===== src/rtl/dcache_tag_ctrl.sv =====
// Tag-store controller for the data cache: lookup/compare, dirty marking on store hits,
// refill writes, and a flush sweep that writes back dirty lines and invalidates every index.
module dcache_tag_ctrl #(
   parameter int TAG_WIDTH  = 20,
   parameter int NUM_WORDS  = 256,
   parameter int DATA_WIDTH = TAG_WIDTH + 2,
   parameter int VALID_POS  = TAG_WIDTH + 1,
   parameter int DIRTY_POS  = TAG_WIDTH,
   localparam int IDX_W     = $clog2(NUM_WORDS)
) (
   input  logic                  clk_i,
   input  logic                  rst_ni,
   input  logic                  req_valid_i,
   output logic                  req_ready_o,
   input  logic [IDX_W-1:0]      req_index_i,
   input  logic [TAG_WIDTH-1:0]  req_tag_i,
   input  logic                  req_store_i,
   output logic                  rsp_valid_o,
   output logic                  rsp_hit_o,
   output logic                  rsp_victim_dirty_o,
   output logic [TAG_WIDTH-1:0]  rsp_victim_tag_o,
   input  logic                  refill_valid_i,
   input  logic                  flush_i,
   output logic                  flush_busy_o,
   output logic                  flush_done_o,
   output logic                  wb_req_o,
   output logic [IDX_W-1:0]      wb_index_o,
   output logic [TAG_WIDTH-1:0]  wb_tag_o,
   input  logic                  wb_ack_i,
   output logic                  ts_en_o,
   output logic                  ts_we_o,
   output logic [IDX_W-1:0]      ts_addr_o,
   output logic [DATA_WIDTH-1:0] ts_wdata_o,
   output logic [DATA_WIDTH-1:0] ts_bit_en_o,
   input  logic [DATA_WIDTH-1:0] ts_rdata_i
);

   localparam logic [2:0] S_IDLE       = 3'd0;
   localparam logic [2:0] S_LOOKUP     = 3'd1;
   localparam logic [2:0] S_MISS_WAIT  = 3'd2;
   localparam logic [2:0] S_FLUSH_RD   = 3'd3;
   localparam logic [2:0] S_FLUSH_WB   = 3'd4;
   localparam logic [2:0] S_FLUSH_DONE = 3'd5;

   localparam logic [IDX_W-1:0]      LAST_IDX = IDX_W'(NUM_WORDS - 1);
   localparam logic [DATA_WIDTH-1:0] BE_DIRTY = DATA_WIDTH'(1) << DIRTY_POS;
   localparam logic [DATA_WIDTH-1:0] BE_VD    = (DATA_WIDTH'(1) << VALID_POS) | BE_DIRTY;

   logic [2:0]           state, state_nxt;
   logic [IDX_W-1:0]     cnt, cnt_nxt;
   logic [IDX_W-1:0]     req_index_p0;
   logic [TAG_WIDTH-1:0] req_tag_p0;
   logic                 req_store_p0;
   logic                 vld_p1;
   logic                 hit_p1;
   logic                 victim_dirty_p1;
   logic [TAG_WIDTH-1:0] victim_tag_p1;
   logic [TAG_WIDTH-1:0] wb_tag_q;
   logic                 rd_valid, rd_dirty, lookup_hit, accept, flush_start;
   logic [TAG_WIDTH-1:0] rd_tag;

   assign rd_valid    = ts_rdata_i[VALID_POS];
   assign rd_dirty    = ts_rdata_i[DIRTY_POS];
   assign rd_tag      = ts_rdata_i[TAG_WIDTH-1:0];
   assign lookup_hit  = rd_valid & (rd_tag == req_tag_p0);
   assign req_ready_o = (state == S_IDLE) & ~flush_i;
   assign accept      = req_valid_i & req_ready_o;
   assign flush_start = (state == S_IDLE) & flush_i;

   always_comb begin
      state_nxt   = state;
      cnt_nxt     = cnt;
      ts_en_o     = 1'b0;
      ts_we_o     = 1'b0;
      ts_addr_o   = cnt;
      ts_wdata_o  = '0;
      ts_bit_en_o = '0;
      case (state)
         S_IDLE: begin
            if (flush_start) begin
               state_nxt = S_FLUSH_RD;
               cnt_nxt   = '0;
            end else if (accept) begin
               state_nxt = S_LOOKUP;
            end
         end
         S_LOOKUP: begin
            ts_en_o   = 1'b1;
            ts_addr_o = req_index_p0;
            if (lookup_hit) begin
               if (req_store_p0) begin
                  ts_we_o     = 1'b1;
                  ts_bit_en_o = BE_DIRTY;
                  ts_wdata_o  = BE_DIRTY;
               end
               state_nxt = S_IDLE;
            end else begin
               state_nxt = S_MISS_WAIT;
            end
         end
         S_MISS_WAIT: begin
            ts_addr_o = req_index_p0;
            if (refill_valid_i) begin
               ts_en_o                       = 1'b1;
               ts_we_o                       = 1'b1;
               ts_bit_en_o                   = '1;
               ts_wdata_o[TAG_WIDTH-1:0]     = req_tag_p0;
               ts_wdata_o[DIRTY_POS]         = req_store_p0;
               ts_wdata_o[VALID_POS]         = 1'b1;
               state_nxt                     = S_IDLE;
            end
         end
         S_FLUSH_RD: begin
            ts_en_o = 1'b1;
            if (rd_valid & rd_dirty) begin
               state_nxt = S_FLUSH_WB;
            end else begin
               ts_we_o     = 1'b1;
               ts_bit_en_o = BE_VD;
               if (cnt == LAST_IDX) state_nxt = S_FLUSH_DONE;
               else                 cnt_nxt   = cnt + IDX_W'(1);
            end
         end
         S_FLUSH_WB: begin
            if (wb_ack_i) begin
               ts_en_o     = 1'b1;
               ts_we_o     = 1'b1;
               ts_bit_en_o = BE_VD;
               if (cnt == LAST_IDX) begin
                  state_nxt = S_FLUSH_DONE;
               end else begin
                  cnt_nxt   = cnt + IDX_W'(1);
                  state_nxt = S_FLUSH_RD;
               end
            end
         end
         S_FLUSH_DONE: begin
            cnt_nxt   = '0;
            state_nxt = S_IDLE;
         end
         default: state_nxt = S_IDLE;
      endcase
   end

   // control registers: the only state cleared by reset
   always_ff @(posedge clk_i or negedge rst_ni) begin
      if (!rst_ni) begin
         state  <= S_IDLE;
         cnt    <= '0;
         vld_p1 <= 1'b0;
      end else begin
         state  <= state_nxt;
         cnt    <= cnt_nxt;
         vld_p1 <= (state == S_LOOKUP);
      end
   end

   // p0: accepted request; p1: lookup result registered for the response pulse
   always_ff @(posedge clk_i) begin
      if (accept) begin
         req_index_p0 <= req_index_i;
         req_tag_p0   <= req_tag_i;
         req_store_p0 <= req_store_i;
      end
      if (state == S_LOOKUP) begin
         hit_p1          <= lookup_hit;
         victim_dirty_p1 <= rd_valid & rd_dirty;
         victim_tag_p1   <= rd_tag;
      end
      if ((state == S_FLUSH_RD) && rd_valid && rd_dirty) wb_tag_q <= rd_tag;
   end

   assign rsp_valid_o        = vld_p1;
   assign rsp_hit_o          = vld_p1 & hit_p1;
   assign rsp_victim_dirty_o = vld_p1 & ~hit_p1 & victim_dirty_p1;
   assign rsp_victim_tag_o   = (vld_p1 & ~hit_p1) ? victim_tag_p1 : '0;

   assign flush_busy_o = (state == S_FLUSH_RD) | (state == S_FLUSH_WB);
   assign flush_done_o = (state == S_FLUSH_DONE);
   assign wb_req_o     = (state == S_FLUSH_WB);
   assign wb_index_o   = wb_req_o ? cnt : '0;
   assign wb_tag_o     = wb_req_o ? wb_tag_q : '0;

endmodule


===== config.mk =====
export PLATFORM = sky130hd
export DESIGN_NAME = dcache_tag_ctrl
export DESIGN_NICKNAME = d
export VERILOG_FILES = /design/src/rtl/dcache_tag_ctrl.sv
export SDC_FILE = /design/constraint.sdc
export NUM_CORES = 1
export LEC_CHECK = 0
export ABC_AREA = 1
export CAP_MARGIN = 10
export CORE_ASPECT_RATIO = 1.2
export CORE_MARGIN = 10
export CORE_UTILIZATION = 35
export CTS_BUF_LIST = sky130_fd_sc_hd__clkbuf_4 sky130_fd_sc_hd__clkbuf_8 sky130_fd_sc_hd__clkbuf_16
export DETAILED_ROUTE_END_ITERATION = 6
export PLACE_DENSITY = 0.67
export SLEW_MARGIN = 10
export SYNTH_ARGS = -nofsm -noshare
export SYNTH_HDL_FRONTEND = slang
export SYNTH_SLANG_ARGS = --single-unit

===== constraint.sdc =====
create_clock -name clk_i -period 3.9 [get_ports clk_i]
set_input_delay 0.78 -clock clk_i [delete_from_list [all_inputs] [get_ports clk_i]]
set_output_delay 0.78 -clock clk_i [all_outputs]
set_load 0.02 [all_outputs]

### Word-level counts from Yosys, hierarchy flattened

Index checks and enable logic that the tools add are counted.

* register bits: 83
* logic and storage cells: 76
* output and inout port bits: 109

* muxes and demuxes: 33
* eq/ne operators: 13
* reduce and logical (&&, ||, !) cells: 8
* bitwise logic cells: 11
* add/sub/neg operators: 1

Operator list (count)
* two-way mux 22 bit: 4
* case mux 22 bit (4 select lines): 1
* two-way mux 8 bit: 6
* case mux 22 bit (2 select lines): 1
* two-way mux 21 bit: 2
* two-way mux 20 bit: 2
* case mux 8 bit (4 select lines): 1
* two-way mux 3 bit: 7
* == test 20 bit: 1
* case mux 3 bit (5 select lines): 1
* adder 8 x 1 -> 8 bit (second input constant): 1
* AND 1 bit: 8
* == test 8 bit (second input constant): 1
* AND reduction 4 bit: 2
* == test 3 x 2 -> 1 bit (second input constant): 2
* == test 3 bit (second input constant): 2
* inequality test 2 bit (second input constant): 3
* inequality test 3 bit (second input constant): 2
* two-way mux 1 bit: 5
* case mux 1 bit (4 select lines): 1
* nonzero test 4 bit: 1
* OR reduction 2 bit: 2
* == test 3 x 1 -> 1 bit (second input constant): 1
* logical NOT 3 bit: 1
* 6 further kinds: 8

### Longest topological paths before layout

* word-level depth: 6
* gate-level depth with buffers: 11
* mapped depth without buffers: 11

### Least setup slack after synthesis

No wires, ideal clock.

* kind: register to output
* start point: register state[2]
* end point: output port ts_bit_en_o[20]
* required time: 3.120 ns
* setup slack: 0.902 ns
* cell stages (with the launch flop): 7
* arrival time: 2.218 ns
* path buffers: 1
* path through: dfrtp_1 -> inv_2 -> nand2_1 -> nor2_1 -> nand3_1 -> nand2_1 -> buf_4

* longest elaborated chain between the ends: 2

RTL lines
* start, declared: line 49 `logic [2:0] state, state_nxt;`
* start signal, assigned: line 152 `state <= state_nxt;`
* == test 3 bit, or another cell as far along: line 78 `case (state)`
* case mux 22 bit (4 select lines) *: line 78
* end, declared: line 34 `output logic [DATA_WIDTH-1:0] ts_bit_en_o,`

Every way passes the cells marked *; elsewhere a longest branch is shown, timed or not.

### Final worst setup path

* start point: input port ts_rdata_i[19]
* end point: output port ts_we_o

* longest elaborated chain between the ends: 4

RTL lines
* start, declared: line 35 `input logic [DATA_WIDTH-1:0] ts_rdata_i`
* == test 20 bit: line 65 `assign lookup_hit = rd_valid & (rd_tag == req_tag_p0);`
* AND 1 bit: line 65
* via lookup_hit: line 59 `logic rd_valid, rd_dirty, lookup_hit, accept, flush_start;`
* two-way mux 1 bit: line 90 `if (lookup_hit) begin`
* case mux 1 bit (4 select lines): line 78
* end, declared: line 31 `output logic ts_we_o,`

The timed path passes the listed nets, and every way through them passes these cells.

==> results.ini <==
[run_status]
status=completed

[global_route]
use_met1_pct=15.68
use_met3_pct=4.562
grt_pass1_vias=3334
grt_pass1_wl_um=18600
track_usage_pct=14.36
antenna_found_initial=0
grt-busiest-layer=met2
met2_usage_pct=25.31
gr-total-overflow=0
grt_max_degree=30

[timing]
tns_ps=0
slew_headroom_pct=38.37
setup-violations-final=0
fmax_mhz=275.2
fin_crit_sh_pct=93.19
rsz0062_at_grt=false
fin_skew_ps=7.646
hold_viol_final=0
finalCriticalPeriod_ps=3634
holdWs_ps=520.4
slew_violations=0
worstMarginPinSlew_ps=918.2

[clocking]
cts_root_buf=clkbuf_16
post_cts_buffers=0
cts_resized=0
htree_num_levels=3
cts_made_buffers=9
clkTransAtPathRegs_ps=60
cts_tree=built
clkSinkCount=83
clk_latency_ps=340
ctsLongestPathBuffers=2
cts_hold_repair.buffers=0

[final_layout]
fin_cells=777
area_growth_pct=47.69
multi_input_area_um2=1110
drive_above_1_share_pct=7.097
mostFrequentLayoutCell=clkdlybuf4s50_1
ff_latch_area_um2=2432
finalNetCount=673
final_cell_mix=clkdlybuf4s50_1 (165), inv_1 (103), nand2_1 (100)
antennaDiodeCount=0
fillers=1065

[pwr]
ir_drop_mv=0.3049
power_mw=3.701
pwr_density_cell_nw_per_um2=605.3
power_leakage_nw=2.660

[critical_path]
crit_fanout=4
worstPathRequired_ps=3120
crit_path_start_kind=input pin
endpoint_kind=primary output
r2r_slack_ps=1870
path_class=in2out
critPathArrivalTime_ps=2850

[detailed_routing]
vias_per_cell=4.293
first_pass_iters=4
wire_per_inst_um=15.65
drt-total-wl_um=12160
drcViolationCount=0
drtIter0Drc=165
antenna_left=0
vias=3336

[floorplan]
die_h_um=139.1
pin_count=166
start_util_pct=35.79
core_um2=11570
rows=43
dieArea_um2=16600
die_w_um=119.3

[synthesis]
ys_types=30
synthCells=466
ys_seq_area_share_pct=58.75
avgSynthCellArea_um2=8.885
syn-cell-area_um2=4140
ys_warn_count=0
syn_nets=524
ys_ff_latch=83

[placed_design]
port_buffers=165
gp_congestion=0.8262
post-dp-hpwl_um=9329
dp_cells=761

[worst_hold_path]
hold_path.class=reg2reg

[job]
maxCapViolCount=0

==> layout make-up <==
| type | count | share of cell area, % |
|---|---|---|
| sequential | 83 | 39.78 |
| timing repair buffer | 169 | 27.50 |
| multi-input combinational | 247 | 18.15 |
| inverter | 105 | 6.446 |
| clock buffer | 9 | 3.683 |
| tap | 157 | 3.213 |
| clock inverter | 7 | 1.228 |
==> metrics by stage <==
stage	worst slack (ps)	utilization, %	cell area, µm²
after floorplan	901.8	-	4140
after global placement	247.9	50.27	5814
after detailed placement	206.8	50.27	5814
after CTS	198.6	52.86	6115
after global routing	70.09	52.86	6115
final	265.8	52.86	6115
==> flip-flops by register name (all words and copies together) (netlist names), 3 cells and up <==
| signal | cells |
|---|---|
| req_tag_p0 | 20 |
| victim_tag_p1 | 20 |
| wb_tag_q | 20 |
| cnt | 8 |
| req_index_p0 | 8 |
| state | 3 |
==> power breakdown <==
group	total, mW	internal [mW]	switching [mW]
combinational	1.61	0.624	0.989
clock	0.859	0.499	0.360
sequential	1.23	1.16	0.0732
==> routing by layer <==
metal | wire length [µm] | share of wire (%)
met5 | 0 | 0
met4 | 110 | 0.90
met3 | 905 | 7.4
met2 | 6439 | 53
met1 | 4702 | 39
==> final timing paths <==
kind                           startpoint             to  cells after the start
max                        ts_rdata_i[19]        ts_we_o                     12
min                                cnt[7]         cnt[7]                      2
max reg2reg                      state[1]  req_tag_p0[0]                      5
min reg2reg                        cnt[7]         cnt[7]                      2
max in group asynchronous          rst_ni    rsp_valid_o                      1
min in group asynchronous          rst_ni         cnt[2]                      1
==> synthesized netlist by cell type (all sizes together) <==
master  instances  area, µm²
a21oi           2      10.01
a22oi           1      7.510
buf            26      195.2
clkbuf          5      18.77
dfrtp          12      300.3
edfxtp         71       2132
ha              1      12.51
inv           105      394.1
nand2         107      424.2
nand3          12      65.06
nand3b          1      7.510
nand4           1      6.260
nor2           92      360.3
nor3            2      20.02
o21ai          20      122.6
o31ai           1      7.510
or2             2      12.52
xnor2           1      8.760
xor2            4      35.03
==> kinds of logic (layout without fill, tap and decap cells) <==
group	after synthesis	after routing	share of synthesized area, %
fa+ha+maj	1	1	0.3022
compound gates	24	24	3.566
buf+inv	136	290	14.69
simple gates	217	217	21.64
xor+xnor	5	5	1.058
flops	83	83	58.75
==> critical path, stage by stage <==
cell	delay [ps]
clkdlybuf4s50_1	550
inv_1	70
nand2_1	60
nand2_1	50
nor2_1	160
nand2_1	70
nor2_1	80
nand3_1	130
inv_1	100
nand3_1	100
nand2_1	90
clkdlybuf4s50_1	620
Power figures use the tool's default switching activity.
